`config.mk`:
```
export PLATFORM = sky130hd
export DESIGN_NAME = decoder_buf
export DESIGN_NICKNAME = d
export VERILOG_FILES = /design/src/rtl/decoder_buf.sv
export SDC_FILE = /design/constraint.sdc
export NUM_CORES = 1
export LEC_CHECK = 0
export CAP_MARGIN = 20
export CORE_ASPECT_RATIO = 1.75
export CORE_MARGIN = 4
export CORE_UTILIZATION = 50
export CTS_BUF_LIST = sky130_fd_sc_hd__clkbuf_16
export CTS_CLUSTER_DIAMETER = 80
export CTS_CLUSTER_SIZE = 24
export DETAILED_ROUTE_END_ITERATION = 10
export PLACE_DENSITY = 0.72
export SYNTH_ARGS = -nofsm -noshare
export SYNTH_HDL_FRONTEND = slang
export SYNTH_SLANG_ARGS = --single-unit
```
`constraint.sdc`:
```
create_clock -name clk -period 2.2 [get_ports clk]
set_input_delay 0.44 -clock clk [delete_from_list [all_inputs] [get_ports clk]]
set_output_delay 0.44 -clock clk [all_outputs]
set_load 0.02 [all_outputs]
```
`src/rtl/decoder_buf.sv`:
```
// 4-to-16 one-hot decoder feeding a 2-entry valid/ready FIFO.
// Also keeps a modulo-256 count of nonzero words handed downstream.
module decoder_buf (
    input  logic        clk,
    input  logic        reset,
    input  logic        enable,
    input  logic [3:0]  code_in,
    input  logic        in_valid,
    output logic        in_ready,
    output logic [15:0] decoder_out,
    output logic        out_valid,
    input  logic        out_ready,
    output logic [7:0]  decode_count
);

    logic [15:0] head_q, head_d;
    logic [15:0] tail_q, tail_d;
    logic [1:0]  count_q, count_d;
    logic        in_ready_q, in_ready_d;
    logic        out_valid_q, out_valid_d;
    logic [15:0] decoder_out_q, decoder_out_d;
    logic [7:0]  decode_count_q, decode_count_d;
    logic        accept_s;
    logic        pop_s;
    logic [15:0] new_entry_s;

    function automatic logic [15:0] decode_onehot(input logic [3:0] code, input logic en);
        logic [15:0] word;
        if (en) begin
            word = 16'h0001 << code;
        end else begin
            word = 16'h0000;
        end
        return word;
    endfunction

    // Next-state computation for the queue, the registered outputs and the counter.
    always_comb begin
        accept_s       = in_valid && in_ready_q;
        pop_s          = out_valid_q && out_ready;
        new_entry_s    = decode_onehot(code_in, enable);
        head_d         = head_q;
        tail_d         = tail_q;
        count_d        = count_q;
        decode_count_d = decode_count_q;

        case ({accept_s, pop_s})
            2'b10: begin
                if (count_q == 2'd0) begin
                    head_d = new_entry_s;
                end else begin
                    tail_d = new_entry_s;
                end
                count_d = count_q + 2'd1;
            end
            2'b01: begin
                head_d  = tail_q;
                count_d = count_q - 2'd1;
            end
            2'b11: begin
                // Accept is only possible below 2 entries, so the queue was at 1 here.
                head_d = new_entry_s;
            end
            2'b00: begin
                head_d = head_q;
            end
            default: begin
                count_d = count_q;
            end
        endcase

        if (pop_s && (decoder_out_q != 16'h0000)) begin
            decode_count_d = decode_count_q + 8'd1;
        end else begin
            decode_count_d = decode_count_q;
        end

        in_ready_d  = (count_d < 2'd2);
        out_valid_d = (count_d != 2'd0);
        if (count_d != 2'd0) begin
            decoder_out_d = head_d;
        end else begin
            decoder_out_d = 16'h0000;
        end
    end

    // State register; reset clears the queue and wins over any accept or pop.
    always_ff @(posedge clk) begin
        if (reset) begin
            head_q         <= 16'h0000;
            tail_q         <= 16'h0000;
            count_q        <= 2'd0;
            in_ready_q     <= 1'b0;
            out_valid_q    <= 1'b0;
            decoder_out_q  <= 16'h0000;
            decode_count_q <= 8'd0;
        end else begin
            head_q         <= head_d;
            tail_q         <= tail_d;
            count_q        <= count_d;
            in_ready_q     <= in_ready_d;
            out_valid_q    <= out_valid_d;
            decoder_out_q  <= decoder_out_d;
            decode_count_q <= decode_count_d;
        end
    end

    assign in_ready     = in_ready_q;
    assign out_valid    = out_valid_q;
    assign decoder_out  = decoder_out_q;
    assign decode_count = decode_count_q;

endmodule

```
==> out/metrics.json, run 1 <==
{
  "first_iter_violations": {"value": 164},
  "timing.critical_path.from_type": {"value": "input port"},
  "cts_resized": {"value": 0},
  "grt_setup_unrepaired": {"value": "no"},
  "hold_viol_final": {"value": 0},
  "max_slew_margin": {"value": 53.5, "unit": "%"},
  "antenna_violations_before_repair": {"value": 0},
  "power_density": {"value": 1030, "unit": "nW/um2"},
  "drt_first_pass_iters": {"value": 5},
  "post_cts_hold_buffer_count": {"value": 0},
  "antenna-diode-count": {"value": 0},
  "ctsRootBufferMaster": {"value": "clkbuf_16"},
  "cts-root-to-sink-buffers": {"value": 2},
  "fp.dieArea": {"value": 6880, "unit": "um2"},
  "layout.cells.non_filler": {"value": 438},
  "cts_post_setup_buffers_inserted": {"value": 0},
  "worstReg2RegEnd": {"value": "head_q[15]"},
  "post_synth.cell_area_avg": {"value": 8.66, "unit": "um2"},
  "cts_clk_pin_slew_worst_paths": {"value": 50, "unit": "ps"},
  "tritoncts": {"value": "built"},
  "synth.lib_cells_used.distinct": {"value": 37},
  "ir_drop": {"value": 0.000683, "unit": "V"},
  "hold_path_end": {"value": "tail_q[14]"},
  "r2r.worst_path.cells": {"value": 7},
  "fin_max_slew_vios": {"value": 0},
  "initial_core_util": {"value": 52.2, "unit": "%"},
  "vias_per_cell": {"value": 5.87},
  "hold-path-cell-count": {"value": 2},
  "critical_path.endpoint_type": {"value": "flop"},
  "grt_remaining_overflow": {"value": 0},
  "critical_path_buf_inv_count": {"value": 3},
  "run_status": {"value": "finished, final reports clean"},
  "globalplace.congestion": {"value": 0.841},
  "setup-tns-final": {"value": 0, "unit": "ps"},
  "synth.cell_area": {"value": 2790, "unit": "um2"},
  "preCtsSetupSlack": {"value": -107, "unit": "ps"},
  "cp_data_arrival_time": {"value": 2210, "unit": "ps"},
  "worst_pin_slew": {"value": 697, "unit": "ps"},
  "crit_path_max_fanout": {"value": 12},
  "numPortBuffers": {"value": 34},
  "fin_skew": {"value": 5.86, "unit": "ps"},
  "mappedNetlistNets": {"value": 337},
  "cts_made_buffers": {"value": 9},
  "slowest_stage": {"value": "clkdlybuf4s50_1"},
  "fmax": {"value": 0.500, "unit": "GHz"},
  "first_pass_grt_wire_length": {"value": 12.0, "unit": "mm"},
  "synth-seq-area-share": {"value": 43.1, "unit": "%"},
  "path_delay_family": {"value": "buffers and inverters"},
  "fillCellCount": {"value": 453},
  "ys_warn_count": {"value": 0},
  "worst-setup-path-type": {"value": "in2reg"},
  "max_cap_violations": {"value": 0},
  "worst_r2r_startpoint": {"value": "out_valid"},
  "clkLatencyLatePin": {"value": 330, "unit": "ps"},
  "timing.hold.worst.start": {"value": "tail_q[14]"},
  "postRouteAntennaNets": {"value": 0},
  "cellLeakagePower": {"value": 0.00127, "unit": "uW"},
  "h-tree-depth": {"value": 3},
  "layout-drive-gt1-share": {"value": 15.9, "unit": "%"},
  "critPathMaxStageDelay": {"value": 420, "unit": "ps"},
  "finalSetupViolations": {"value": 0},
  "worst_slack": {"value": 198, "unit": "ps"},
  "fin_crit_sh": {"value": 91.0, "unit": "%"},
  "clkSinkCount": {"value": 60},
  "finalCriticalPeriod": {"value": 2000, "unit": "ps"},
  "flip_flop_and_latch_count_after_synthesis": {"value": 60},
  "coreArea": {"value": 5340, "unit": "um2"},
  "num_vias": {"value": 2570},
  "ios": {"value": 35},
  "place.detailed.hpwl": {"value": 5.14, "unit": "mm"},
  "rows": {"value": 35},
  "synthCells": {"value": 322},
  "grt_max_degree": {"value": 33},
  "die_height": {"value": 107, "unit": "um"},
  "cp_cell_sequence": {"value": "clkdlybuf4s50_1 -> nand2_1 -> inv_1 -> ha_1 -> buf_4 -> a221oi_1 -> a32o_1 -> nor2_1"},
  "drc": {"value": 0},
  "r2r_slack": {"value": 420, "unit": "ps"},
  "track_usage": {"value": 23.0, "unit": "%"},
  "routed_wire_length": {"value": 7.34, "unit": "mm"},
  "die_width": {"value": 64.4, "unit": "um"},
  "wire_per_inst": {"value": 16.8, "unit": "um"},
  "worst-endpoint-required": {"value": 2410, "unit": "ps"},
  "area_delta_synth_final": {"value": 28.2, "unit": "%"},
  "num-nets-final": {"value": 374},
  "grt_pass1_vias": {"value": 2351},
  "hold_path_class": {"value": "reg2reg"},
  "number_of_placed_instances_with_taps_included": {"value": 422}
}
## sequential cells by signal, indices dropped and copies added (netlist names)
name          count
decoder_out      16
head_q           16
tail_q           16
decode_count      8
count_q           2
in_ready          1
out_valid         1
## layout by cell type (no fill, tap or decap), types with 2 or more instances in the layout
master and instances:
a21oi_1 18, a221oi_1 16, a32o_1 16, a41oi_1 3, and2_1 3, and3_1 4, and3b_1 2, buf_12 5
buf_4 17, clkbuf_16 9, clkdlybuf4s50_1 34, clkinv_2 2, clkinvlp_4 3, dfxtp_1 60, ha_1 6, inv_1 5
inv_6 2, mux2_1 2, nand2_1 36, nand3_1 40, nand3_2 10, nand4_1 2, nor2_1 42, nor2b_1 6
nor4_2 4, xnor2_1 3, xor2_1 2
## report_power, final
group / total [uW] / internal, uW / switching (uW)
Clock: 1270 / 763 / 507
Sequential: 1310 / 1210 / 97.1
Combinational: 1110 / 471 / 642
## metrics by stage
stage / utilization [%] / hold WS, ps / cell area [um2] / power (uW)
after global placement: 61.8 / 462 / 3300 / 2420
after CTS: 66.9 / 471 / 3570 / 3710
after global routing: 66.9 / 500 / 3570 / 3870
after detailed placement: 61.8 / 463 / 3300 / 2430
after floorplan: - / 436 / 2790 / 2030
final: 66.9 / 471 / 3570 / 3690
## final cells by class
type	instances	area [um2]	share of cell area, %
multi-input combinational	227	1420	39.7
sequential	60	1200	33.6
timing repair buffer	56	568	15.9
clock buffer	9	225	6.30
tap	74	92.6	2.59
clock inverter	7	50.0	1.40
inverter	5	18.8	0.525
## kinds of logic (layout without fill, tap and decap cells)
group | Yosys count | in the layout | synth area share [%]
compound gates | 57 | 57 | 16.2
xor+xnor | 5 | 5 | 1.57
fa+ha+maj | 6 | 6 | 2.69
buf+inv | 35 | 77 | 6.01
flops | 60 | 60 | 43.1
mux | 4 | 4 | 1.71
simple gates | 155 | 155 | 28.7
## worst max path at each step
stage | from | endpoint | depth (start not counted) | slack, ps
3_5_place_dp | out_ready | head_q[14] | 8 | -110
6_report | out_ready | head_q[15] | 8 | 200
4_1_cts | out_ready | head_q[15] | 8 | 210
5_1_grt | out_ready | decoder_out[8] | 8 | 110
2_1_floorplan | out_valid | decoder_out[0] | 9 | 390
3_3_place_gp | out_ready | decoder_out[10] | 8 | -50
## worst register-to-register path: stages (launching register included)
cell and delay [ps]:
dfxtp_1 320, nand2_1 180, inv_1 100, ha_1 260, buf_4 200, a221oi_1 360, a32o_1 210, nor2_1 50
## synth_stat cells
master / number / share of area, %
ha_1: 6 / 2.7
nand3_1: 40 / 7.2
nor4_2: 4 / 1.8
a32o_1: 16 / 5.7
and3b_1: 2 / 0.63
nor2b_1: 6 / 1.3
mux2i_1: 1 / 0.36
a221oi_1: 16 / 5.0
nand2_1: 36 / 4.8
o21ai_2: 1 / 0.31
nor2_2: 1 / 0.22
nor2_1: 42 / 5.7
mux2_4: 1 / 0.54
nor3b_2: 1 / 0.45
nand4b_1: 1 / 0.31
inv_1: 5 / 0.67
a31o_2: 1 / 0.31
clkbuf_1: 11 / 1.5
mux2_1: 2 / 0.81
nand3_2: 10 / 3.6
buf_4: 1 / 0.27
nand2_2: 1 / 0.22
nand2b_1: 1 / 0.22
xnor2_1: 3 / 0.94
and3_1: 4 / 0.90
o21a_1: 1 / 0.27
and2_1: 3 / 0.67
buf_1: 2 / 0.27
buf_6: 2 / 0.81
or2_1: 1 / 0.22
xor2_1: 2 / 0.63
a41oi_1: 3 / 0.94
a41o_1: 1 / 0.36
buf_2: 14 / 2.5
nand4_1: 2 / 0.45
a21oi_1: 18 / 3.2
dfxtp_1: 60 / 43
## per-layer routing
metal,global-route usage (%),up-vias,part of all wire (%)
li1,-,1224,-
met1,25.0,1218,37
met2,39.5,102,52
met3,5.24,26,5.1
met4,14.5,0,5.2
met5,0,-,0
No activity file was read; power rests on OpenSTA's default activity.
==> run 2: changes to the inputs <==
==> constraint.sdc (replaced) <==
create_clock -name clk -period 2.2 [get_ports clk]
set_input_delay 0.44 -clock clk [delete_from_list [all_inputs] [get_ports clk]]
set_output_delay 0.44 -clock clk [all_outputs]
set_load 0.01 [all_outputs]
==> results of run 2 <==
Same layout as run 1 (identical final DEF). Status: finished, final reports clean.
Main changes from that run: total power 3690 uW -> 3650 uW; worst IR drop on VDD 0.000683 V -> 0.000673 V
